--- config.mk ---
export PLATFORM = sky130hd
export DESIGN_NAME = trdb_branch_map_reader
export DESIGN_NICKNAME = d
export VERILOG_FILES = /design/src/rtl/trdb_pkg.sv /design/src/rtl/trdb_branch_map_reader.sv
export SDC_FILE = /design/constraint.sdc
export NUM_CORES = 1
export LEC_CHECK = 0
export ABC_AREA = 1
export CAP_MARGIN = 30
export CORE_MARGIN = 2
export CORE_UTILIZATION = 50
export DETAILED_ROUTE_END_ITERATION = 7
export MAX_ROUTING_LAYER = met4
export PLACE_DENSITY = 0.91
export SKIP_CTS_REPAIR_TIMING = 1
export SLEW_MARGIN = 40
export SYNTH_ARGS = -nofsm -noshare
export SYNTH_HDL_FRONTEND = slang
export SYNTH_SLANG_ARGS = --single-unit
export TNS_END_PERCENT = 30
--- constraint.sdc ---
create_clock -name clk_i -period 1.75 [get_ports clk_i]
set_input_delay 0.35 -clock clk_i [delete_from_list [all_inputs] [get_ports clk_i]]
set_output_delay 0.35 -clock clk_i [all_outputs]
set_load 0.1 [all_outputs]
--- src/rtl/trdb_pkg.sv ---
// Shared trace-debug branch-map definitions used by both the encoder and the
// reader so the two ends agree on map length and count encoding.
package trdb_pkg;

  localparam int MAP_LEN_DEF = 31;
  localparam int CNT_W_DEF   = $clog2(MAP_LEN_DEF + 1);

  // Encoder side: a branch count field of 0 means "full map".
  localparam int ENC_FULL_MAP_CODE = 0;
  localparam int ENC_MAP_FLUSH_MIN = MAP_LEN_DEF;

  typedef enum logic {
    EMPTY = 1'b0,
    HOLD  = 1'b1
  } bmap_state_e;

endpackage

--- src/rtl/trdb_branch_map_reader.sv ---
// Holds one packet's branch map and hands out taken/not-taken outcomes,
// oldest first, one per consumer request.
module trdb_branch_map_reader
  import trdb_pkg::*;
#(
  parameter int MAP_LEN = MAP_LEN_DEF,
  parameter int CNT_W   = CNT_W_DEF
) (
  input  logic               clk_i,
  input  logic               rst_ni,
  input  logic               load_valid_i,
  output logic               load_ready_o,
  input  logic [MAP_LEN-1:0] load_map_i,
  input  logic [CNT_W-1:0]   load_branches_i,
  input  logic               req_valid_i,
  output logic               req_ready_o,
  output logic               taken_o,
  input  logic               flush_i,
  output logic [CNT_W:0]     remaining_o,
  output logic               is_empty_o,
  output logic               underflow_o
);

  localparam logic [CNT_W:0] MAP_LEN_C = (CNT_W+1)'(MAP_LEN);

  bmap_state_e        state_q, state_d;
  logic [MAP_LEN-1:0] map_q, map_d;
  logic [CNT_W:0]     rem_q, rem_d;
  logic [CNT_W:0]     load_cnt;
  logic               pop, load_hs;

  // Count 0 encodes a full map; anything out of range is clamped too.
  always_comb begin
    load_cnt = {1'b0, load_branches_i};
    if (load_cnt == '0 || load_cnt > MAP_LEN_C) load_cnt = MAP_LEN_C;
  end

  always_ff @(posedge clk_i or negedge rst_ni) begin
    if (!rst_ni) begin
      state_q <= EMPTY;
      map_q   <= '0;
      rem_q   <= '0;
    end else begin
      state_q <= state_d;
      map_q   <= map_d;
      rem_q   <= rem_d;
    end
  end

  // Priority: flush, then load (which also wins over a last-outcome pop), then pop.
  always_comb begin
    state_d = state_q;
    map_d   = map_q;
    rem_d   = rem_q;
    if (flush_i) begin
      state_d = EMPTY;
      map_d   = '0;
      rem_d   = '0;
    end else if (load_hs) begin
      state_d = HOLD;
      map_d   = load_map_i;
      rem_d   = load_cnt;
    end else if (pop) begin
      map_d   = {1'b0, map_q[MAP_LEN-1:1]};
      rem_d   = rem_q - 1'b1;
      state_d = (rem_q == (CNT_W+1)'(1)) ? EMPTY : HOLD;
    end
  end

  always_comb begin
    req_ready_o  = (state_q == HOLD);
    pop          = req_valid_i && req_ready_o && !flush_i;
    load_ready_o = !flush_i &&
                   ((state_q == EMPTY) || (rem_q == (CNT_W+1)'(1) && pop));
    load_hs      = load_valid_i && load_ready_o;
    taken_o      = req_ready_o && map_q[0];
    underflow_o  = rst_ni && req_valid_i && (state_q == EMPTY) && !flush_i;
    remaining_o  = rem_q;
    is_empty_o   = (rem_q == '0);
  end

endmodule

# == After elaboration in Yosys (flattened, before gate mapping) ==
# Cells that the tools add are included.
# W data, S select, Z words.
# totals
ff_bits,38
latch_bits,0
ram_bits,0
romBits,0
input_bits,41
elab_cells,31
n_memories,0
# op_classes
addsub,1
multipliers,0
div_mod_pow,0
magnitude_cmp,0
eq_ne,1
shift,0
mux,11
bitwise_logic,1
reduce_logical,14
# ops
operator,n
$mux W31,3
$mux W6,3
$logic_and A1 B1 Y1,9
$eq A6 B1 Y1 const B,1
$logic_not A6 Y1,1
$sub A6 B1 Y6 const B,1
$logic_not A5 Y1,1
$mux W5,1
$mux W1,4
$reduce_bool A3 Y1,1
$logic_not A1 Y1,1
$logic_or A1 B1 Y1,1
$not A1 Y1,1

# == Depth between registers and ports, before layout ==
# logic_depth
ltp_word,8
ltp_mapped,11
depth_no_buf,9

# == Least setup slack after synthesis ==
# No wires, ideal clock.
# synth_path
path_kind,register to output
from,register state_q (netlist: req_ready_o)
to,output underflow_o
arrival_ps,3027
t_required_ps,1400
path_slack_ps,-1627
path_stages_with_launch,2
path_buffers,0
path_cell_list,dfrtp_1 > nor3_1
# synth_via
elab_chain_cells,3
# synth_lines
element,line,rtl
from (decl),trdb_branch_map_reader.sv:26,"bmap_state_e state_q, state_d;"
from (signal assigned),trdb_branch_map_reader.sv:44,state_q <= state_d;
$not A1 Y1,trdb_branch_map_reader.sv:77,underflow_o = rst_ni && req_valid_i && (state_q == EMPTY) && !flush_i;
$logic_and A1 B1 Y1 (2 in series),trdb_branch_map_reader.sv:77,
to (decl),trdb_branch_map_reader.sv:21,output logic underflow_o
# Every way passes these cells.

# == Worst setup path in the final report ==
# layout_path
from,register rem_q[1] (netlist: remaining_o[1])
to,output load_ready_o
# layout_via
elab_chain_cells,4
# layout_lines
element,line,rtl
from (decl),trdb_branch_map_reader.sv:28,"logic [CNT_W:0] rem_q, rem_d;"
from (signal assigned),trdb_branch_map_reader.sv:46,rem_q <= rem_d;
$eq A6 B1 Y1,trdb_branch_map_reader.sv:74,((state_q == EMPTY) || (rem_q == (CNT_W+1)'(1) && pop));
$logic_and A1 B1 Y1,trdb_branch_map_reader.sv:74,
$logic_or A1 B1 Y1,trdb_branch_map_reader.sv:74,
$logic_and A1 B1 Y1,trdb_branch_map_reader.sv:73,load_ready_o = !flush_i &&
to (decl),trdb_branch_map_reader.sv:12,"output logic load_ready_o,"
# Every way passes these cells.

==> flow_metrics.env <==
export IMPL_drtAntennaViolNets=0
export IMPL_nets=442
export IMPL_cts_sinks=38
export IMPL_p_clk_share_pct=14.0
export IMPL_place_area_um2=3080
export IMPL_port_buffers=51
export IMPL_grt_setup_unrepaired="yes"
export IMPL_maxCapViolations=0
export IMPL_vias_per_cell=5.61
export IMPL_yosysWarnings=0
export IMPL_power_uw=4210
export IMPL_drv_slew=0
export IMPL_intPower_uw=2250
export IMPL_ys_types=22
export IMPL_fin_ws_ps=-119
export IMPL_coreArea_um2=4410
export IMPL_grt_pass1_vias=2126
export IMPL_relSlewSlack_pct=67.1
export IMPL_die_h_um=72.0
export IMPL_wl_um=7020
export IMPL_post_route_util_pct=75.9
export IMPL_drtIter0Drc=284
export IMPL_worst_slew_pin_transition_ps=493
export IMPL_sw_frac_of_total_pct=46.6
export IMPL_cts_made_buffers=5
export IMPL_die_area_um2=5180
export IMPL_antenna_found_initial=0
export IMPL_seq_area_frac_synth_pct=41.2
export IMPL_ios=52
export IMPL_rows=24
export IMPL_fin_crit_sh_pct=107
export IMPL_gr_total_overflow=0
export IMPL_critPathRequiredTime_ps=1400
export IMPL_setup_tns_ps=-1520
export IMPL_drtPass1Iterations=5
export IMPL_status="complete, but fails checks"
export IMPL_final_cell_area_um2=3350
export IMPL_end_kind="output port"
export IMPL_pre_cts_slack_ps=-182
export IMPL_synth_seq_cells=38
export IMPL_violations="setup timing"
export IMPL_p_leak_uw=0.00178
export IMPL_via_count=2529
export IMPL_power_switching_uw=1960
export IMPL_post_dp_hpwl_um=4050
export IMPL_routabilityCongestion=0.811
export IMPL_start_util_pct=52.3
export IMPL_grt_max_degree=39
export IMPL_cts_htree_levels=2
export IMPL_worst_setup_path_start_kind="register"
export IMPL_layout_drive_gt1_share_pct=18.0
export IMPL_area_delta_synth_final_pct=45.1
export IMPL_seqPwrFrac_pct=29.1
export IMPL_critPathKind="register to output port"
export IMPL_syn_area_per_cell_um2=7.02
export IMPL_min_path_type="input pin to async pin"
export IMPL_synthCells=329
export IMPL_critPathArrivalTime_ps=1520
export IMPL_clk_pin_slew_ps=80
export IMPL_drc=0
export IMPL_power_density_nw_per_um2=1250
export IMPL_die_w_um=72.0
export IMPL_track_usage_pct=25.0
export IMPL_synth_fp_nets=373
export IMPL_clockRootBuffer="clkbuf_8"
export IMPL_period_needed_ps=1870
export IMPL_finalHoldViolCount=0
export IMPL_synthesis_area_um2=2310
export IMPL_power_frac_comb_pct=56.9
export IMPL_wl_per_cell_um=15.6
export IMPL_cts_buffer_depth=2
export IMPL_finalSetupViolCount=37
export IMPL_max_freq_ghz=0.535
export IMPL_diodes=0
export IMPL_grt_pass1_wl_um=9900
export IMPL_clk_latency_ps=290
export IMPL_peakVddDrop_uv=836
export IMPL_critPathMaxFanout=3
export IMPL_cts_tree="built"
export IMPL_skew_ps=10.5
## cells in the mapped netlist
cell type / number / area share, %
a21oi_1: 2 / 0.43
nand3_4: 1 / 0.76
inv_1: 13 / 2.1
ha_1: 3 / 1.6
nor3_1: 2 / 0.43
buf_4: 2 / 0.65
xor2_1: 3 / 1.1
a21oi_4: 1 / 0.70
clkbuf_1: 8 / 1.3
nand2_4: 1 / 0.49
nand2_1: 195 / 32
nor2_1: 3 / 0.49
dfrtp_1: 38 / 41
buf_2: 3 / 0.65
o21ai_0: 1 / 0.22
o21bai_1: 1 / 0.33
buf_6: 8 / 3.9
nand4_1: 37 / 10
inv_2: 1 / 0.16
nand4_2: 1 / 0.54
nand3_1: 3 / 0.65
nor2_2: 2 / 0.54
## worst paths after layout
kind                           startpoint              to  slack (ps)  cells after the start
min in group clk_i              map_q[19]       map_q[19]         480                      2
hold / removal                     rst_ni       map_q[25]         180                      2
max in group asynchronous          rst_ni  remaining_o[5]        1190                      2
setup / recovery           remaining_o[1]    load_ready_o        -120                      5
setup reg to reg           remaining_o[1]       map_q[29]         -90                     11
hold reg to reg                 map_q[19]       map_q[19]         480                      2
## power by group through the flow
| stage | registers [uW] | clock network [uW] | logic (uW) |
|---|---|---|---|
| 6_report | 1230 | 588 | 2390 |
| 5_1_grt | 1240 | 648 | 2510 |
| 2_1_floorplan | 1630 | 0 | 951 |
| 4_1_cts | 1230 | 596 | 2080 |
| 3_5_place_dp | 1240 | 0 | 2060 |
| 3_3_place_gp | 1230 | 0 | 2000 |
## state kept, by name, summed over array words and instances, names as in the netlist
register and count:
map_q 31, remaining_o 6, req_ready_o 1
## metrics by stage
step | hold WS, ps | cells
2_1_floorplan | 54.4 | 329
3_3_place_gp | 457 | 430
5_1_grt | 210 | 451
3_5_place_dp | 460 | 430
6_report | 176 | 451
4_1_cts | 183 | 438
## worst max-delay path: stages, from the launching register on
cell and delay [ps]:
dfrtp_4 490, inv_4 70, ha_4 150, nand4_4 90, a21oi_4 210, buf_12 200
## routing by layer
layer / part of all wire [%] / vias up / track usage [%]
met5: 0 / - / -
met3: 9.0 / 29 / 5.69
met2: 50 / 150 / 40.5
li1: - / 1184 / -
met1: 39 / 1166 / 33.0
met4: 2.6 / 0 / 4.19
## layout make-up
cell class / instances / area [um2]
Sequential cell: 38 / 970
Multi-Input combinational cell: 256 / 1220
Clock buffer: 6 / 72.6
Tap cell: 52 / 65.1
Timing Repair Buffer: 83 / 960
Fill cell: 304 / 1060
Inverter: 14 / 55.1
Clock inverter: 2 / 10.0
## layout by cell type (no fill, tap or decap)
master,count
nand2_1,194
clkdlybuf4s50_1,39
nand4_1,37
dfrtp_1,31
buf_4,22
buf_12,13
inv_1,11
clkbuf_8,5
dfrtp_4,4
nor2_4,3
nand3_1,3
xor2_1,3
clkbuf_16,3
buf_6,3
dfrtp_2,3
a21oi_4,2
inv_2,2
nor2_1,2
ha_1,2
clkinv_2,2
buf_8,2
inv_4,1
nand4_4,1
nor3_4,1
nand2_4,1
nand3_4,1
a21oi_1,1
nand2_2,1
nor3_1,1
o21bai_1,1
o21ai_0,1
ha_4,1
clkbuf_1,1
buf_2,1
## cells by family after synthesis
kind of cell,synth area share (%)
xor gates and xnor gates,1.14
AOI/OAI and AO/OA,1.68
buffers and inverters,8.78
and+or+nand+nor,45.6
adders and majority gates,1.63
DFF,41.2
No activity file was read; power rests on OpenSTA's default activity.
